===== src/rtl/ps2_host_tx_if.sv =====
// rtl/ps2_host_tx_if.sv - command handshake and status bundle for the PS/2 host transmitter.
interface ps2_host_tx_if;
  logic [7:0] tx_data;
  logic       tx_valid;
  logic       tx_ready;
  logic       busy;
  logic       done;
  logic       error;

  modport master (
    output tx_data, tx_valid,
    input  tx_ready, busy, done, error
  );

  modport slave (
    input  tx_data, tx_valid,
    output tx_ready, busy, done, error
  );
endinterface


===== src/rtl/ps2_host_tx.sv =====
// rtl/ps2_host_tx.sv - PS/2 host-to-device command transmitter with request-to-send and ack check.
// Optional: define PS2_TX_ACK_CHECK_EN to turn a high ACK sample into an error pulse.
module ps2_host_tx #(
  parameter int INHIBIT_CYCLES = 2500,
  parameter int TIMEOUT_CYCLES = 375000,
  parameter int FILTER_LEN     = 8
) (
  input  logic           clk,
  input  logic           reset,
  ps2_host_tx_if.slave   bus,
  input  logic           ps2_clk_in,
  input  logic           ps2_data_in,
  output logic           ps2_clk_oe,
  output logic           ps2_data_oe
);

  localparam int MAXC = (TIMEOUT_CYCLES > INHIBIT_CYCLES) ? TIMEOUT_CYCLES : INHIBIT_CYCLES;
  localparam int TW   = $clog2(MAXC) + 1;
  localparam int FW   = $clog2(FILTER_LEN) + 1;

  typedef enum logic [2:0] {
    S_IDLE, S_INHIBIT, S_START, S_SEND, S_ACK, S_WAIT_IDLE
  } state_t;

  state_t        state, state_n;
  logic [TW-1:0] timer, timer_n;
  logic [3:0]    bit_cnt, bit_cnt_n;
  logic [7:0]    shift, shift_n;
  logic          parity, parity_n;
  logic          clk_oe_n, data_oe_n;
  logic          done_q, done_n, error_q, error_n;
`ifdef PS2_TX_ACK_CHECK_EN
  logic          ack_bit, ack_bit_n;
`endif

  logic          clk_s1, clk_s2, data_s1, data_s2;
  logic          clk_filt;
  logic [FW-1:0] filt_cnt;
  logic          clk_fall;

  // Pins idle high, so the conditioning chain resets to the released level.
  always_ff @(posedge clk) begin
    if (reset) begin
      clk_s1  <= 1'b1;
      clk_s2  <= 1'b1;
      data_s1 <= 1'b1;
      data_s2 <= 1'b1;
    end else begin
      clk_s1  <= ps2_clk_in;
      clk_s2  <= clk_s1;
      data_s1 <= ps2_data_in;
      data_s2 <= data_s1;
    end
  end

  always_ff @(posedge clk) begin
    if (reset) begin
      clk_filt <= 1'b1;
      filt_cnt <= '0;
    end else if (clk_s2 == clk_filt) begin
      filt_cnt <= '0;
    end else if (filt_cnt == FW'(FILTER_LEN - 1)) begin
      clk_filt <= clk_s2;
      filt_cnt <= '0;
    end else begin
      filt_cnt <= filt_cnt + 1'b1;
    end
  end

  // Fires on the same cycle the filtered clock commits to 0.
  assign clk_fall = clk_filt && !clk_s2 && (filt_cnt == FW'(FILTER_LEN - 1));

  assign bus.tx_ready = (state == S_IDLE);
  assign bus.busy     = (state != S_IDLE);
  assign bus.done     = done_q;
  assign bus.error    = error_q;

  always_comb begin
    state_n   = state;
    timer_n   = timer;
    bit_cnt_n = bit_cnt;
    shift_n   = shift;
    parity_n  = parity;
    data_oe_n = ps2_data_oe;
    done_n    = 1'b0;
    error_n   = 1'b0;
`ifdef PS2_TX_ACK_CHECK_EN
    ack_bit_n = ack_bit;
`endif
    unique case (state)
      S_IDLE: begin
        if (bus.tx_valid) begin
          state_n  = S_INHIBIT;
          timer_n  = '0;
          shift_n  = bus.tx_data;
          parity_n = ~^bus.tx_data;
        end
      end
      S_INHIBIT: begin
        if (timer == TW'(INHIBIT_CYCLES - 1)) begin
          state_n   = S_START;
          data_oe_n = 1'b1;
        end else begin
          timer_n = timer + 1'b1;
        end
      end
      S_START: begin
        state_n   = S_SEND;
        bit_cnt_n = '0;
        timer_n   = '0;
      end
      default: begin
        // SEND, ACK and WAIT_IDLE share the timeout, which beats any edge.
        if (timer == TW'(TIMEOUT_CYCLES - 1)) begin
          error_n = 1'b1;
          state_n = S_IDLE;
        end else begin
          timer_n = timer + 1'b1;
          if (state == S_SEND) begin
            if (clk_fall) begin
              bit_cnt_n = bit_cnt + 1'b1;
              case (bit_cnt)
                4'd0, 4'd1, 4'd2, 4'd3, 4'd4, 4'd5, 4'd6, 4'd7: begin
                  data_oe_n = ~shift[0];
                  shift_n   = {1'b0, shift[7:1]};
                end
                4'd8:    data_oe_n = ~parity;
                4'd9:    data_oe_n = 1'b0;
                default: begin
                  state_n = S_ACK;
`ifdef PS2_TX_ACK_CHECK_EN
                  ack_bit_n = data_s2;
`endif
                end
              endcase
            end
          end else if (state == S_ACK) begin
`ifdef PS2_TX_ACK_CHECK_EN
            if (ack_bit) begin
              error_n = 1'b1;
              state_n = S_IDLE;
            end else begin
              state_n = S_WAIT_IDLE;
            end
`else
            state_n = S_WAIT_IDLE;
`endif
          end else if (clk_filt && data_s2) begin
            done_n  = 1'b1;
            state_n = S_IDLE;
          end
        end
      end
    endcase
    if (state_n == S_IDLE) data_oe_n = 1'b0;
    clk_oe_n = (state_n == S_INHIBIT) || (state_n == S_START);
  end

  always_ff @(posedge clk) begin
    if (reset) begin
      state       <= S_IDLE;
      timer       <= '0;
      bit_cnt     <= '0;
      shift       <= '0;
      parity      <= 1'b0;
      ps2_clk_oe  <= 1'b0;
      ps2_data_oe <= 1'b0;
      done_q      <= 1'b0;
      error_q     <= 1'b0;
`ifdef PS2_TX_ACK_CHECK_EN
      ack_bit     <= 1'b0;
`endif
    end else begin
      state       <= state_n;
      timer       <= timer_n;
      bit_cnt     <= bit_cnt_n;
      shift       <= shift_n;
      parity      <= parity_n;
      ps2_clk_oe  <= clk_oe_n;
      ps2_data_oe <= data_oe_n;
      done_q      <= done_n;
      error_q     <= error_n;
`ifdef PS2_TX_ACK_CHECK_EN
      ack_bit     <= ack_bit_n;
`endif
    end
  end

endmodule


===== src/flat_wrapper.sv =====
// flat-port wrapper written by rule: the top's interface ports become plain ports
module ps2_host_tx_flat 
#(
  parameter int INHIBIT_CYCLES = 2500,
  parameter int TIMEOUT_CYCLES = 375000,
  parameter int FILTER_LEN     = 8
)
  (clk, reset, ps2_clk_in, ps2_data_in, ps2_clk_oe, ps2_data_oe, bus_tx_data, bus_tx_valid, bus_tx_ready, bus_busy, bus_done, bus_error);
  ps2_host_tx_if bus_i ();
  input  logic clk;
  input  logic reset;
  input  logic ps2_clk_in;
  input  logic ps2_data_in;
  output logic ps2_clk_oe;
  output logic ps2_data_oe;
  input wire logic [$bits(bus_i.tx_data)-1:0] bus_tx_data;
  input wire logic [$bits(bus_i.tx_valid)-1:0] bus_tx_valid;
  output wire logic [$bits(bus_i.tx_ready)-1:0] bus_tx_ready;
  output wire logic [$bits(bus_i.busy)-1:0] bus_busy;
  output wire logic [$bits(bus_i.done)-1:0] bus_done;
  output wire logic [$bits(bus_i.error)-1:0] bus_error;
  assign bus_i.tx_data = bus_tx_data;
  assign bus_i.tx_valid = bus_tx_valid;
  assign bus_tx_ready = bus_i.tx_ready;
  assign bus_busy = bus_i.busy;
  assign bus_done = bus_i.done;
  assign bus_error = bus_i.error;
  ps2_host_tx #(.INHIBIT_CYCLES(INHIBIT_CYCLES), .TIMEOUT_CYCLES(TIMEOUT_CYCLES), .FILTER_LEN(FILTER_LEN)) u_core (.clk(clk), .reset(reset), .bus(bus_i), .ps2_clk_in(ps2_clk_in), .ps2_data_in(ps2_data_in), .ps2_clk_oe(ps2_clk_oe), .ps2_data_oe(ps2_data_oe));
endmodule

===== config.mk =====
export PLATFORM = sky130hd
export DESIGN_NAME = ps2_host_tx_flat
export DESIGN_NICKNAME = d
export VERILOG_FILES = /design/src/rtl/ps2_host_tx_if.sv /design/src/rtl/ps2_host_tx.sv /design/src/flat_wrapper.sv
export SDC_FILE = /design/constraint.sdc
export NUM_CORES = 1
export LEC_CHECK = 0
export CAP_MARGIN = 20
export CORE_UTILIZATION = 35
export CTS_CLUSTER_SIZE = 28
export DETAILED_ROUTE_END_ITERATION = 16
export PLACE_DENSITY_LB_ADDON = 0.25
export SETUP_SLACK_MARGIN = 0.02
export SLEW_MARGIN = 20
export SYNTH_ARGS = -nofsm -noshare
export SYNTH_HDL_FRONTEND = slang
export SYNTH_SLANG_ARGS = --single-unit

===== constraint.sdc =====
create_clock -name clk -period 2.4 [get_ports clk]
set_input_delay 0.24 -clock clk [delete_from_list [all_inputs] [get_ports clk]]
set_output_delay 0.24 -clock clk [all_outputs]
set_load 0.02 [all_outputs]

==> results of run 1 <==
-- layout by cell type, fill, tap and decap left out, types with 8 or more instances in the layout --
cell             Yosys  final
nor2_1              45     44
a21oi_1             12     12
clkdlybuf4s50_1      0     18
dfxtp_1             49     49
nand2_1             28     28
buf_4                3     10
a311oi_1             8      8
nand3_1             13     13
xnor2_1             18     18
inv_1                8      8
-- final cells by class --
cell class                 count  area, µm²  area share [%]
timing repair buffer          28        255            8.34
inverter                       9       33.8            1.10
tap                           99        124            4.05
clock buffer                   5       68.8            2.25
clock inverter                 3       21.3           0.695
sequential                    49        981            32.1
multi-input combinational    237       1580            51.5
-- sequential cells by signal, indices dropped and copies added (netlist names), 3 cells and up --
| register | cells |
|---|---|
| u_core.bit_cnt | 4 |
| u_core.filt_cnt | 4 |
| u_core.shift | 8 |
| u_core.state | 3 |
| u_core.timer | 20 |
-- through the flow --
stage	cells	power, mW	utilization (%)	hold slack, ns	worst slack [ns]
2_1_floorplan	311	0.998	-	0.344	0.280
3_3_place_gp	422	1.06	40.4	0.392	0.210
3_5_place_dp	422	1.06	40.4	0.393	0.151
4_1_cts	430	1.56	41.6	0.417	0.101
5_1_grt	430	1.61	41.7	0.433	0.0308
6_report	430	1.54	41.7	0.416	0.162
-- worst max path at each step --
| stage | from | endpoint | cells past startpoint |
|---|---|---|---|
| after global placement | u_core.timer[0] | u_core.timer[19] | 8 |
| final | u_core.timer[0] | u_core.timer[19] | 8 |
| after CTS | u_core.state[2] | bus_busy | 4 |
| after detailed placement | u_core.timer[0] | u_core.timer[19] | 8 |
| after floorplan | u_core.bit_cnt[0] | u_core.ps2_clk_oe | 8 |
| after global routing | u_core.timer[0] | u_core.shift[2] | 8 |
-- routing by layer --
metal  part of all wire (%)  global-route usage, %
met1                     50                   21.1
met2                     46                   24.5
met3                    2.8                   3.51
met4                    1.7                   5.63
met5                      0                      0
-- kinds of logic (layout without fill, tap and decap cells) --
family	after synthesis	after routing	share of synthesized area (%)
buffers and inverters	25	45	4.45
and+or+nand+nor	156	156	32.8
xor gates and xnor gates	23	23	7.55
AOI/OAI and AO/OA	49	49	14.4
muxes	2	2	0.750
DFF	49	49	36.8
adders and majority gates	7	7	3.28
-- power by group --
group	internal [mW]	switching (mW)	total (mW)
sequential	0.836	0.0162	0.852
clock	0.207	0.294	0.501
combinational	0.0892	0.101	0.190
-- what timing repair did --
action | in CTS | in global routing
hold buffers | 0 | 0
endpoints found under the setup margin | 0 | 5
resized for setup | 0 | 2
-- cell usage after synthesis (all sizes together) (2+ instances only) --
cell type,instances,share of area [%]
a21oi,13,2.6
a311oi,10,3.8
a31oi,4,0.94
and2,3,0.70
and3,4,1.1
and4bb,2,0.94
buf,9,2.2
clkbuf,7,0.98
dfxtp,49,37
ha,7,3.3
inv,8,1.1
mux2i,2,0.75
nand2,28,3.9
nand2b,3,0.70
nand3,14,2.8
nand4,8,2.1
nand4b,4,1.3
nor2,45,6.3
nor2b,4,1.0
nor3,6,1.5
nor3b,3,1.0
nor4,9,2.9
nor4b,4,1.3
o21a,2,0.56
o21ai,8,1.5
o21bai,2,0.56
o221a,2,0.84
or2,8,1.9
or3,6,1.6
or4,2,0.56
xnor2,18,5.9
xor2,5,1.6
-- worst max-delay path: cells and delay by family, from the launching register on --
family	cells	cell delay [ns]
simple gates	5	1.17
flops	1	0.36
fa+ha+maj	1	0.30
buf+inv	1	0.18
compound gates	1	0.14
==> flow_metrics.py, run 1 <==
metrics = {
    "timing": {
        "drv_slew": 0,
        "fmax_mhz": 447,
        "rsz0062_at_grt": "false",
        "setup_violations": 0,
        "setup_tns_ns": 0,
        "fin_crit_sh_pct": 93.2,
        "skew_ns": 0.00934,
        "finalHoldViolCount": 0,
        "finalCriticalPeriod_ns": 2.24,
        "tightest_slew_ns": 0.835,
        "maxSlewHeadroom_pct": 44.0,
    },
    "min_path": {
        "hold_class": "flip-flop to flip-flop",
        "hold_path.startpoint": "u_core.data_s1",
        "hold_depth": 1,
        "holdPathEnd": "u_core.data_s2",
    },
    "cells_and_area": {
        "finalInstanceArea_um2": 3060,
        "antenna_cells": 0,
        "drive_gt1_share_pct": 13.9,
        "nFillCells": 741,
        "syn_to_final_growth_pct": 14.7,
        "nNetsFinal": 350,
    },
    "clocking": {
        "htree_levels": 2,
        "cts_tree": "done",
        "clk_pin_slew_ns": 0.10,
        "clock_path_buffers": 2,
        "postCtsSetupRepairBufs": 0,
        "cts_sinks": 49,
        "root_buffer": "clkbuf_8",
        "cts_buffers": 5,
        "clock_latency_ns": 0.31,
    },
    "worst_setup_path": {
        "r2r_start": "u_core.timer[0]",
        "cp-end-kind": "flip-flop",
        "r2r_end": "u_core.timer[19]",
        "worstPathArrival_ns": 2.47,
        "critPathKind": "flip-flop to flip-flop",
        "critical-path-max-stage-delay_ns": 0.41,
        "crit_chain": "ha_1 > and4bb_1 > nand3_2 > nor3_1 > buf_4 > or3_4 > or3_1 > a21oi_1",
        "crit_path_top_delay_cell": "or3_4",
        "required_ns": 2.63,
        "cp-start-kind": "flip-flop",
        "worstPathMaxFanout": 11,
        "ff2ff_path_depth": 8,
        "r2r_setup_slack_ns": 0.16,
    },
    "routing": {
        "avgViaCountPerCell": 5.11,
        "drtAntennaViolNets": 0,
        "wirelength_um": 5750,
        "vias": 2197,
        "drcViolationCount": 0,
        "first_pass_iters": 4,
        "drtIter0Drc": 140,
        "post_drt_wl_per_cell_um": 13.4,
    },
    "flow_run": {
        "cap_violations": 0,
    },
    "logic_synthesis": {
        "synthArstFlopShare_pct": 0,
        "synth-main-ff-cell": "dfxtp_1",
        "synth_area_per_cell_um2": 8.58,
        "synth.distinct_cells": 60,
        "syn-num-nets": 331,
        "ys_seq_area_share_pct": 36.8,
        "yosysWarningCount": 0,
        "synth_area_um2": 2670,
        "synth-seq-cells": 49,
        "synthCells": 311,
        "synth_edf_count": 0,
    },
    "place": {
        "dpl.hpwl_um": 4250,
        "port_buffers": 18,
        "place_area_um2": 2960,
        "routabilityCongestion": 0.857,
    },
    "die": {
        "die_area_um2": 7980,
        "core_um2": 7330,
        "io_pins": 19,
        "fp.dieH_um": 89.3,
        "die_x_um": 89.3,
        "row_count": 31,
        "start_util_pct": 36.4,
    },
    "global_routing": {
        "grt_start_max_net_pins": 25,
        "grt_usage_pct": 15.6,
        "grt_pass1_wl_um": 9630,
        "antenna_found_initial": 0,
        "grt_overflow": 0,
        "grt_pass1_vias": 2013,
    },
    "pwr": {
        "power_leakage_nw": 1.06,
        "max-vdd-ir-drop_uv": 292,
        "cellPowerDensity_nw_per_um2": 504,
    },
    "status": {
        "outcome": "complete, no violations",
    },
}
Power figures use the tool's default switching activity.
==> inputs of run 2 (changes only) <==
--- a/config.mk
+++ b/config.mk
@@ -7,6 +7,7 @@
 export LEC_CHECK = 0
 export CAP_MARGIN = 20
 export CORE_UTILIZATION = 35
+export CTS_CLUSTER_DIAMETER = 50
 export CTS_CLUSTER_SIZE = 28
 export DETAILED_ROUTE_END_ITERATION = 16
 export PLACE_DENSITY_LB_ADDON = 0.25
==> constraint.sdc (replaced) <==
create_clock -name clk -period 2.7 [get_ports clk]
set_input_delay 0.27 -clock clk [delete_from_list [all_inputs] [get_ports clk]]
set_output_delay 0.27 -clock clk [all_outputs]
set_load 0.02 [all_outputs]
==> flow_metrics.py, run 2 (synthesized netlist as in run 1, its figures left out) <==
metrics = {
    "place": {
        "port_buffers": 18,
        "routabilityCongestion": 0.850,
        "dpl.hpwl_um": 4220,
        "place_area_um2": 2950,
    },
    "routing": {
        "drtIter0Drc": 112,
        "post_drt_wl_per_cell_um": 13.4,
        "avgViaCountPerCell": 5.19,
        "wirelength_um": 5690,
        "first_pass_iters": 4,
        "drtAntennaViolNets": 0,
        "drcViolationCount": 0,
        "vias": 2213,
    },
    "min_path": {
        "hold_class": "flip-flop to flip-flop",
    },
    "worst_setup_path": {
        "critPathKind": "flip-flop to primary output",
        "worstPathMaxFanout": 10,
        "cp-end-kind": "primary output",
        "worstPathArrival_ns": 2.17,
        "cp-start-kind": "flip-flop",
        "required_ns": 2.43,
    },
    "clocking": {
        "clock_latency_ns": 0.31,
        "postCtsSetupRepairBufs": 0,
        "clock_path_buffers": 2,
        "root_buffer": "clkbuf_8",
        "cts-hold-fix-buffers": 0,
        "cts_buffers": 5,
        "cts_sinks": 49,
        "post_cts_resized": 0,
        "clk_pin_slew_ns": 0.09,
        "cts_tree": "done",
        "htree_levels": 2,
    },
    "cells_and_area": {
        "antenna_cells": 0,
        "mostFrequentLayoutCells": "dfxtp_1 (49), nor2_1 (45), nand2_1 (28)",
        "nFillCells": 737,
        "top_register": "u_core.timer",
        "drive_gt1_share_pct": 11.9,
        "largest_register_ffs": 20,
        "syn_to_final_growth_pct": 14.5,
        "layout_commonest_cell": "dfxtp_1",
        "top_regs": "u_core.timer (20), u_core.shift (8)",
        "final_util_pct": 41.7,
        "finalInstanceArea_um2": 3060,
        "nNetsFinal": 346,
    },
    "timing": {
        "fmax_mhz": 410,
        "setup_tns_ns": 0,
        "drv_slew": 0,
        "finalHoldViolCount": 0,
        "tightest_slew_ns": 0.779,
        "skew_ns": 0.0119,
        "maxSlewHeadroom_pct": 47.8,
        "rsz0062_at_grt": "false",
        "setup_violations": 0,
        "finalCriticalPeriod_ns": 2.44,
        "fin_crit_sh_pct": 90.3,
    },
    "die": {
        "start_util_pct": 36.4,
        "fp.dieH_um": 89.3,
        "die_area_um2": 7980,
        "die_x_um": 89.3,
        "row_count": 31,
        "core_um2": 7330,
        "io_pins": 19,
    },
    "status": {
        "outcome": "complete, no violations",
    },
    "global_routing": {
        "grt_start_max_net_pins": 16,
        "grt_overflow": 0,
        "antenna_found_initial": 0,
        "use_met3_pct": 2.95,
        "grt-busiest-layer": "met2",
        "met2_usage_pct": 24.5,
        "grt_pass1_wl_um": 9620,
        "use_met1_pct": 21.7,
        "grt_usage_pct": 15.6,
        "grt_pass1_vias": 2018,
    },
    "pwr": {
        "power_leakage_nw": 1.05,
        "cellPowerDensity_nw_per_um2": 475,
        "max-vdd-ir-drop_uv": 214,
    },
    "flow_run": {
        "cap_violations": 0,
    },
}
## run 2: changes by cell type in the layout (fill, tap and decap cells not counted), sizes merged
cell	delta
buf	-4
bufinv	+1
clkbuf	+1
clkinvlp	-1
inv	-1
## run 2: path summary, 6_finish.rpt
kind                startpoint                 to  slack [ns]  cells past startpoint
max reg2reg  u_core.bit_cnt[0]  u_core.ps2_clk_oe        0.37                      8
max            u_core.state[2]           bus_busy        0.26                      4
min reg2reg      u_core.clk_s1      u_core.clk_s2        0.41                      1
min              u_core.clk_s1      u_core.clk_s2        0.41                      1
## run 2: worst max-delay path, cell delays in order (launching register included)
cell and delay (ns):
dfxtp_1 0.41, or2_1 0.42, nor2_1 0.20, clkinv_1 0.24
clkdlybuf4s50_1 0.60
## run 2: per-stage QoR
stage	instances	worst slack, ns	hold slack [ns]	total power [mW]
finish	426	0.262	0.415	1.45
global route	426	0.146	0.432	1.52
CTS	426	0.245	0.419	1.47
detailed placement	418	0.393	0.395	0.941
global placement	418	0.458	0.393	0.939
floorplan	311	0.580	0.374	0.887
## run 2: cell type report
| type | instances | area (µm²) | area share (%) |
|---|---|---|---|
| multi-input cells | 237 | 1570 | 51.3 |
| clock buffers | 6 | 72.6 | 2.37 |
| flip-flops and latches | 49 | 981 | 32.1 |
| inverters | 9 | 33.8 | 1.11 |
| well taps | 99 | 124 | 4.05 |
| repair buffers | 24 | 238 | 7.78 |
| clock inverters | 2 | 38.8 | 1.27 |
## run 2: power breakdown
group,switching (mW),internal [mW]
Clock,0.250,0.278
Sequential,0.0143,0.743
Combinational,0.0902,0.0759
Total,0.355,1.10
## run 2: layer usage
metal / up-vias / wire length [µm]
met5: - / 0
met4: 0 / 70
met3: 5 / 151
met2: 29 / 2630
met1: 1042 / 2840
li1: 1137 / -
